`config.mk`:
```
export PLATFORM = sky130hd
export DESIGN_NAME = stream_tz_counter
export DESIGN_NICKNAME = d
export VERILOG_FILES = /design/src/rtl/stream_tz_counter.sv
export SDC_FILE = /design/constraint.sdc
export NUM_CORES = 1
export LEC_CHECK = 0
export BUFFER_PORTS_ARGS = -buffer_cell sky130_fd_sc_hd__buf_2
export CORE_MARGIN = 4
export CORE_UTILIZATION = 59
export DETAILED_ROUTE_END_ITERATION = 10
export HOLD_SLACK_MARGIN = 0.12
export PLACE_DENSITY = 0.86
export SYNTH_ARGS = -nofsm -noshare
export SYNTH_HDL_FRONTEND = slang
export SYNTH_SLANG_ARGS = --single-unit
export TNS_END_PERCENT = 100
```
`constraint.sdc`:
```
create_clock -name clk -period 8.2 [get_ports clk]
set_input_delay 2.46 -clock clk [delete_from_list [all_inputs] [get_ports clk]]
set_output_delay 2.46 -clock clk [all_outputs]
set_load 0.01 [all_outputs]
```
`src/rtl/stream_tz_counter.sv`:
```
// Trailing zero/one count across a multi-word packet, least-significant word first.
// Latency: result valid the cycle after the din_last word is accepted.
// Backpressure: din_ready is low while a result is held; dout is held until dout_ready.
module stream_tz_counter #(
    parameter int DATA_WIDTH = 32,
    parameter int MAX_WORDS  = 4,
    localparam int CW = $clog2(DATA_WIDTH * MAX_WORDS) + 1
) (
    input  logic                  clk,
    input  logic                  reset,
    input  logic [DATA_WIDTH-1:0] din,
    input  logic                  din_valid,
    input  logic                  din_last,
    input  logic                  mode,
    output logic                  din_ready,
    output logic [CW-1:0]         dout,
    output logic                  dout_ovf,
    output logic                  dout_valid,
    input  logic                  dout_ready
);

    localparam int             WCW       = $clog2(MAX_WORDS + 1);
    localparam logic [WCW-1:0] WCNT_MAX  = WCW'(MAX_WORDS);
    localparam logic [CW-1:0]  WORD_BITS = CW'(DATA_WIDTH);
    localparam logic [CW-1:0]  ACC_MAX   = CW'(DATA_WIDTH * MAX_WORDS);

    typedef enum logic [1:0] {
        ACCUM = 2'd0,
        SKIP  = 2'd1,
        DONE  = 2'd2
    } state_t;

    state_t                state, state_nxt;
    logic [CW-1:0]         acc, acc_nxt;
    logic [WCW-1:0]        wcnt, wcnt_nxt;
    logic                  ovf, ovf_nxt;
    logic                  mode_q;
    logic                  mode_eff;
    logic                  accept;
    logic                  full;
    logic                  load_out;
    logic [DATA_WIDTH-1:0] tgt;
    logic                  hit;
    logic [CW-1:0]         hit_idx;

    assign din_ready  = (state != DONE);
    assign dout_valid = (state == DONE);
    assign accept     = din_valid && din_ready;
    assign full       = (wcnt == WCNT_MAX);

    // Only word 0 samples the mode pin; later words use the captured copy.
    assign mode_eff = (wcnt == '0) ? mode : mode_q;
    assign tgt      = mode_eff ? ~din : din;
    assign hit      = |tgt;

    // Lowest set bit of the target vector wins.
    always_comb begin
        hit_idx = '0;
        for (int i = DATA_WIDTH - 1; i >= 0; i--) begin
            if (tgt[i]) begin
                hit_idx = CW'(i);
            end
        end
    end

    always_comb begin
        state_nxt = state;
        acc_nxt   = acc;
        wcnt_nxt  = wcnt;
        ovf_nxt   = ovf;
        load_out  = 1'b0;
        case (state)
            ACCUM, SKIP: begin
                if (accept) begin
                    if (full) begin
                        ovf_nxt = 1'b1;
                    end else begin
                        wcnt_nxt = wcnt + 1'b1;
                    end
                    // Words past MAX_WORDS never contribute to the count.
                    if (state == ACCUM && !full) begin
                        if (hit) begin
                            acc_nxt   = acc + hit_idx;
                            state_nxt = SKIP;
                        end else begin
                            acc_nxt = acc + WORD_BITS;
                        end
                    end
                    if (din_last) begin
                        state_nxt = DONE;
                        load_out  = 1'b1;
                    end
                end
            end
            DONE: begin
                if (dout_ready) begin
                    state_nxt = ACCUM;
                    acc_nxt   = '0;
                    wcnt_nxt  = '0;
                    ovf_nxt   = 1'b0;
                end
            end
            default: begin
                state_nxt = ACCUM;
                acc_nxt   = '0;
                wcnt_nxt  = '0;
                ovf_nxt   = 1'b0;
            end
        endcase
    end

    always_ff @(posedge clk or posedge reset) begin
        if (reset) begin
            state    <= ACCUM;
            acc      <= '0;
            wcnt     <= '0;
            ovf      <= 1'b0;
            mode_q   <= 1'b0;
            dout     <= '0;
            dout_ovf <= 1'b0;
        end else begin
            state <= state_nxt;
            acc   <= acc_nxt;
            wcnt  <= wcnt_nxt;
            ovf   <= ovf_nxt;
            if (accept && wcnt == '0) begin
                mode_q <= mode;
            end
            if (load_out) begin
                dout     <= acc_nxt;
                dout_ovf <= ovf_nxt;
            end
        end
    end

    acc_bounded: assert property (@(posedge clk) disable iff (reset) acc <= ACC_MAX);

endmodule
```
==> impl_metrics.prom <==
# TYPE chip_impl_metric gauge
chip_impl_info{name="status",value="completed"} 1
chip_impl_metric{name="mean_instance_size_in_the_synthesized_netlist",unit="um^2"} 7.454
chip_impl_metric{name="grt_first_pass_wirelength",unit="mm"} 8.811
chip_impl_metric{name="clkTransAtPathRegs",unit="ps"} 80
chip_impl_metric{name="fin_setup_tns",unit="ps"} 0
chip_impl_info{name="worstHoldStart",value="dout[7]"} 1
chip_impl_metric{name="synth-edff-count",unit=""} 0
chip_impl_metric{name="maxCapViolations",unit=""} 0
chip_impl_metric{name="synth_sequential_area_ratio",unit="%"} 26.59
chip_impl_metric{name="post_cts_hold_buffer_count",unit=""} 0
chip_impl_info{name="tritoncts",value="built"} 1
chip_impl_metric{name="reg2reg_slack",unit="ps"} 3470
chip_impl_metric{name="r2r.worst_path.cells",unit=""} 17
chip_impl_metric{name="core-area",unit="um^2"} 3689
chip_impl_metric{name="gp_congestion",unit=""} 0.9016
chip_impl_info{name="synth.area.top_cells",value="sky130_fd_sc_hd__dfrtp_1, sky130_fd_sc_hd__nand2_1, sky130_fd_sc_hd__o21ai_0"} 1
chip_impl_metric{name="route.vias.total",unit=""} 2311
chip_impl_metric{name="critical_path.max_fanout",unit=""} 23
chip_impl_metric{name="die_outline_height",unit="um"} 69.87
chip_impl_info{name="clk_root_buffer_cell",value="sky130_fd_sc_hd__clkbuf_8"} 1
chip_impl_metric{name="overflow",unit=""} 0
chip_impl_info{name="dominantRegCellSynth",value="sky130_fd_sc_hd__dfrtp_1"} 1
chip_impl_info{name="category_of_the_worst_setup_path_capture_point",value="flop"} 1
chip_impl_metric{name="drive_above_1_share",unit="%"} 18.58
chip_impl_metric{name="port-buffer-count",unit=""} 48
chip_impl_metric{name="static-leakage-power",unit="nW"} 1.168
chip_impl_info{name="cp_slowest_cell",value="sky130_fd_sc_hd__mux2i_2"} 1
chip_impl_metric{name="syn_inst",unit=""} 303
chip_impl_metric{name="grt_pass1_vias",unit=""} 2062
chip_impl_metric{name="postCtsSetupRepairBufs",unit=""} 0
chip_impl_metric{name="report.final.slew_viol_count",unit=""} 0
chip_impl_info{name="worst_r2r_startpoint",value="wcnt[0]"} 1
chip_impl_metric{name="antenna_violations_before_repair",unit=""} 0
chip_impl_metric{name="finalClockSkew",unit="ps"} 7.525
chip_impl_metric{name="async_reset_ff_share",unit="%"} 100.0
chip_impl_metric{name="drt_pass1_iterations",unit=""} 4
chip_impl_metric{name="ctsLongestPathBuffers",unit=""} 2
chip_impl_metric{name="fin_crit",unit="ps"} 6015
chip_impl_info{name="min-delay-path-class",value="flop to flop"} 1
chip_impl_metric{name="timing.final.crit_share",unit="%"} 73.35
chip_impl_metric{name="final.fill_count",unit=""} 325
chip_impl_metric{name="cts_inserted_buffers",unit=""} 3
chip_impl_metric{name="grt_max_degree",unit=""} 25
chip_impl_metric{name="ant_nets",unit=""} 0
chip_impl_metric{name="synth.net_count",unit=""} 350
chip_impl_metric{name="placed_cells_incl_taps",unit=""} 384
chip_impl_metric{name="worst_pin_slew",unit="ps"} 1096
chip_impl_info{name="timing.critical_path.cells",value="buf_2 -> mux2i_2 -> a211oi_1 -> o32ai_1 -> a221oi_1 -> o21ai_0 -> a41oi_1 -> fa_1 -> a21o_1 -> a21oi_1 -> o21ai_0 -> nor2b_1 -> mux2_2 -> a22oi_1 -> a21oi_1"} 1
chip_impl_metric{name="dp.final_hpwl",unit="mm"} 3.882
chip_impl_metric{name="cp_data_required_time",unit="ps"} 8330
chip_impl_metric{name="drc",unit=""} 0
chip_impl_metric{name="grt_use_total",unit="%"} 20.95
chip_impl_metric{name="power_density",unit="nW/um^2"} 212.0
chip_impl_metric{name="count_of_warnings_emitted_by_yosys",unit=""} 0
chip_impl_metric{name="worst-endpoint-arrival",unit="ps"} 6140
chip_impl_info{name="critPathCapture",value="acc[6]"} 1
chip_impl_metric{name="final_hold_vios",unit=""} 0
chip_impl_metric{name="max_clock_freq",unit="MHz"} 166.2
chip_impl_metric{name="post-synth-top-area-fraction",unit="%"} 26.59
chip_impl_metric{name="die_width",unit="um"} 69.87
chip_impl_metric{name="worst-path-buf-inv",unit=""} 1
chip_impl_metric{name="initialDrtViolationCount",unit=""} 142
chip_impl_metric{name="synth.cell_area",unit="um^2"} 2258
chip_impl_metric{name="detail_route.vias_per_cell",unit=""} 5.972
chip_impl_info{name="cpLargestDelayFamily",value="compound AO/OA/AOI/OAI gates"} 1
chip_impl_metric{name="num_io_pins",unit=""} 49
chip_impl_metric{name="final_net_count",unit=""} 388
chip_impl_metric{name="dp_worst_setup_slack",unit="ps"} 1919
chip_impl_metric{name="die_area",unit="um^2"} 4882
chip_impl_info{name="setup.worst_path.start",value="mode"} 1
chip_impl_info{name="synth_area_leader_cell",value="sky130_fd_sc_hd__dfrtp_1"} 1
chip_impl_metric{name="postSynthRegisterBits",unit=""} 24
chip_impl_metric{name="finalSetupViolations",unit=""} 0
chip_impl_info{name="critical_path.startpoint_type",value="input pin"} 1
chip_impl_info{name="end_of_the_worst_register_to_register_path",value="acc[6]"} 1
chip_impl_metric{name="timing.slew.headroom",unit="%"} 25.47
chip_impl_info{name="setup.worst_path.class",value="input pin to flop"} 1
chip_impl_metric{name="start_util",unit="%"} 61.23
chip_impl_metric{name="hold-worst-slack",unit="ps"} 484.9
chip_impl_metric{name="cts_htree_levels",unit=""} 1
chip_impl_metric{name="wl_per_cell",unit="um"} 12.92
chip_impl_metric{name="clkSinkCount",unit=""} 24
chip_impl_metric{name="clk-insertion-delay-late",unit="ps"} 270
chip_impl_metric{name="critical_path_depth",unit=""} 15
chip_impl_metric{name="setup_slack",unit="ps"} 2185
chip_impl_info{name="rsz0062_at_grt",value="false"} 1
chip_impl_metric{name="rows",unit=""} 22
chip_impl_metric{name="total_wire_length",unit="mm"} 4.999
chip_impl_metric{name="synth.distinct_cells",unit=""} 57
chip_impl_metric{name="peakVddDrop",unit="uV"} 146.9
chip_impl_metric{name="syn2layout_area_growth",unit="%"} 11.52
chip_impl_metric{name="final_core_utilization",unit="%"} 68.28
chip_impl_metric{name="crit_path_max_incr_delay",unit="ps"} 850
chip_impl_metric{name="finish.cell_count_without_fillers",unit=""} 387
chip_impl_metric{name="diodes",unit=""} 0
chip_impl_metric{name="ctsResizeCount",unit=""} 0
-- cells in the final DEF, fill, tap and decap left out, types with 3 or more instances in the layout --
master | Yosys | final
sky130_fd_sc_hd__a211oi_1 | 4 | 4
sky130_fd_sc_hd__a21oi_1 | 25 | 25
sky130_fd_sc_hd__a31oi_1 | 4 | 4
sky130_fd_sc_hd__a41oi_1 | 3 | 3
sky130_fd_sc_hd__and3_1 | 3 | 3
sky130_fd_sc_hd__buf_2 | 1 | 48
sky130_fd_sc_hd__clkbuf_8 | 0 | 3
sky130_fd_sc_hd__dfrtp_1 | 24 | 24
sky130_fd_sc_hd__ha_1 | 8 | 8
sky130_fd_sc_hd__inv_1 | 12 | 12
sky130_fd_sc_hd__mux2i_1 | 9 | 9
sky130_fd_sc_hd__nand2_1 | 42 | 42
sky130_fd_sc_hd__nand2b_1 | 4 | 4
sky130_fd_sc_hd__nand3_1 | 8 | 8
sky130_fd_sc_hd__nand4_1 | 7 | 7
sky130_fd_sc_hd__nor2_1 | 26 | 26
sky130_fd_sc_hd__nor2b_1 | 4 | 4
sky130_fd_sc_hd__nor3_1 | 11 | 11
sky130_fd_sc_hd__nor4_1 | 5 | 5
sky130_fd_sc_hd__o21ai_0 | 31 | 31
sky130_fd_sc_hd__o21ai_1 | 8 | 8
sky130_fd_sc_hd__o31ai_1 | 4 | 4
sky130_fd_sc_hd__or4_1 | 4 | 4
sky130_fd_sc_hd__xnor2_1 | 3 | 3
sky130_fd_sc_hd__xor2_1 | 3 | 3
-- cells in the mapped netlist (2+ instances only) --
cell type	n
sky130_fd_sc_hd__dfrtp_1	24
sky130_fd_sc_hd__nor4_1	5
sky130_fd_sc_hd__o22ai_1	2
sky130_fd_sc_hd__a211oi_1	4
sky130_fd_sc_hd__o21ai_0	31
sky130_fd_sc_hd__nor3_1	11
sky130_fd_sc_hd__nand2_1	42
sky130_fd_sc_hd__and3_1	3
sky130_fd_sc_hd__nand3_1	8
sky130_fd_sc_hd__nand4_1	7
sky130_fd_sc_hd__a221oi_1	2
sky130_fd_sc_hd__mux2i_2	2
sky130_fd_sc_hd__mux2_2	2
sky130_fd_sc_hd__o311ai_0	2
sky130_fd_sc_hd__nor2_1	26
sky130_fd_sc_hd__o21ai_1	8
sky130_fd_sc_hd__a31oi_1	4
sky130_fd_sc_hd__ha_1	8
sky130_fd_sc_hd__o31ai_1	4
sky130_fd_sc_hd__a21o_1	2
sky130_fd_sc_hd__a21oi_1	25
sky130_fd_sc_hd__or4_1	4
sky130_fd_sc_hd__nor2b_1	4
sky130_fd_sc_hd__inv_1	12
sky130_fd_sc_hd__nand2b_1	4
sky130_fd_sc_hd__xnor2_1	3
sky130_fd_sc_hd__clkbuf_1	10
sky130_fd_sc_hd__mux2i_1	9
sky130_fd_sc_hd__xor2_1	3
sky130_fd_sc_hd__a41oi_1	3
sky130_fd_sc_hd__buf_6	3
-- layer usage --
layer  routed length [um]  part of all wire [%]  global-route usage [%]
met5                    0                     0                       0
met2                 2359                    47                   34.31
met1                 2348                    47                   29.37
met4                   38                  0.76                   5.319
met3                  252                   5.0                   2.446
-- worst min path at each step --
stage,slack [ps],to,depth (start not counted)
after floorplan,450,ovf,2
after global placement,460,dout[5],2
after detailed placement,470,dout[7],2
after CTS,490,dout[7],2
after global routing,510,dout[7],2
final,480,dout[7],2
-- stage by stage --
| stage | cell area (um^2) | total power, mW |
|---|---|---|
| 2_1_floorplan | 2258 | 0.4038 |
| 3_3_place_gp | 2477 | 0.4578 |
| 6_report | 2519 | 0.5339 |
| 5_1_grt | 2519 | 0.5813 |
| 3_5_place_dp | 2477 | 0.4673 |
| 4_1_cts | 2519 | 0.5368 |
-- power breakdown --
part           switching, mW  internal (mW)  total [mW]
Sequential            0.0319          0.154       0.186
Combinational          0.164          0.117       0.281
Clock                 0.0347         0.0328      0.0675
Total                  0.231          0.303       0.534
-- sequential cells by signal (all words and copies together) (netlist names) --
| name | flops |
|---|---|
| acc | 8 |
| dout | 8 |
| wcnt | 3 |
| state | 2 |
| dout_ovf | 1 |
| mode_q | 1 |
| ovf | 1 |
-- worst reg2reg max path, cell delays in order, from the launching register on --
cell	delay [ps]
sky130_fd_sc_hd__dfrtp_1	430
sky130_fd_sc_hd__inv_1	80
sky130_fd_sc_hd__ha_1	200
sky130_fd_sc_hd__nor2b_2	230
sky130_fd_sc_hd__mux2i_2	930
sky130_fd_sc_hd__a211oi_1	110
sky130_fd_sc_hd__o32ai_1	350
sky130_fd_sc_hd__a221oi_1	120
sky130_fd_sc_hd__o21ai_0	210
sky130_fd_sc_hd__a41oi_1	210
sky130_fd_sc_hd__fa_1	470
sky130_fd_sc_hd__a21o_1	190
sky130_fd_sc_hd__a21oi_1	210
sky130_fd_sc_hd__o21ai_0	200
sky130_fd_sc_hd__nor2b_1	170
sky130_fd_sc_hd__mux2_2	260
sky130_fd_sc_hd__a22oi_1	170
sky130_fd_sc_hd__a21oi_1	60
-- kinds of logic after synthesis --
| logic type | synth area share [%] |
|---|---|
| adders and majority gates | 5.319 |
| DFF | 26.59 |
| buffers and inverters | 5.595 |
| muxes | 6.704 |
| xor gates and xnor gates | 2.327 |
| AOI/OAI and AO/OA | 24.77 |
| and+or+nand+nor | 28.70 |
-- cell type report --
class	count	area [um^2]	area share, %
clock buffers	3	41.29	1.639
multi-input cells	252	1531	60.80
well taps	48	60.06	2.384
repair buffers	48	240.2	9.538
flip-flops and latches	24	600.6	23.84
inverters	12	45.04	1.788
Power figures use the tool's default switching activity.
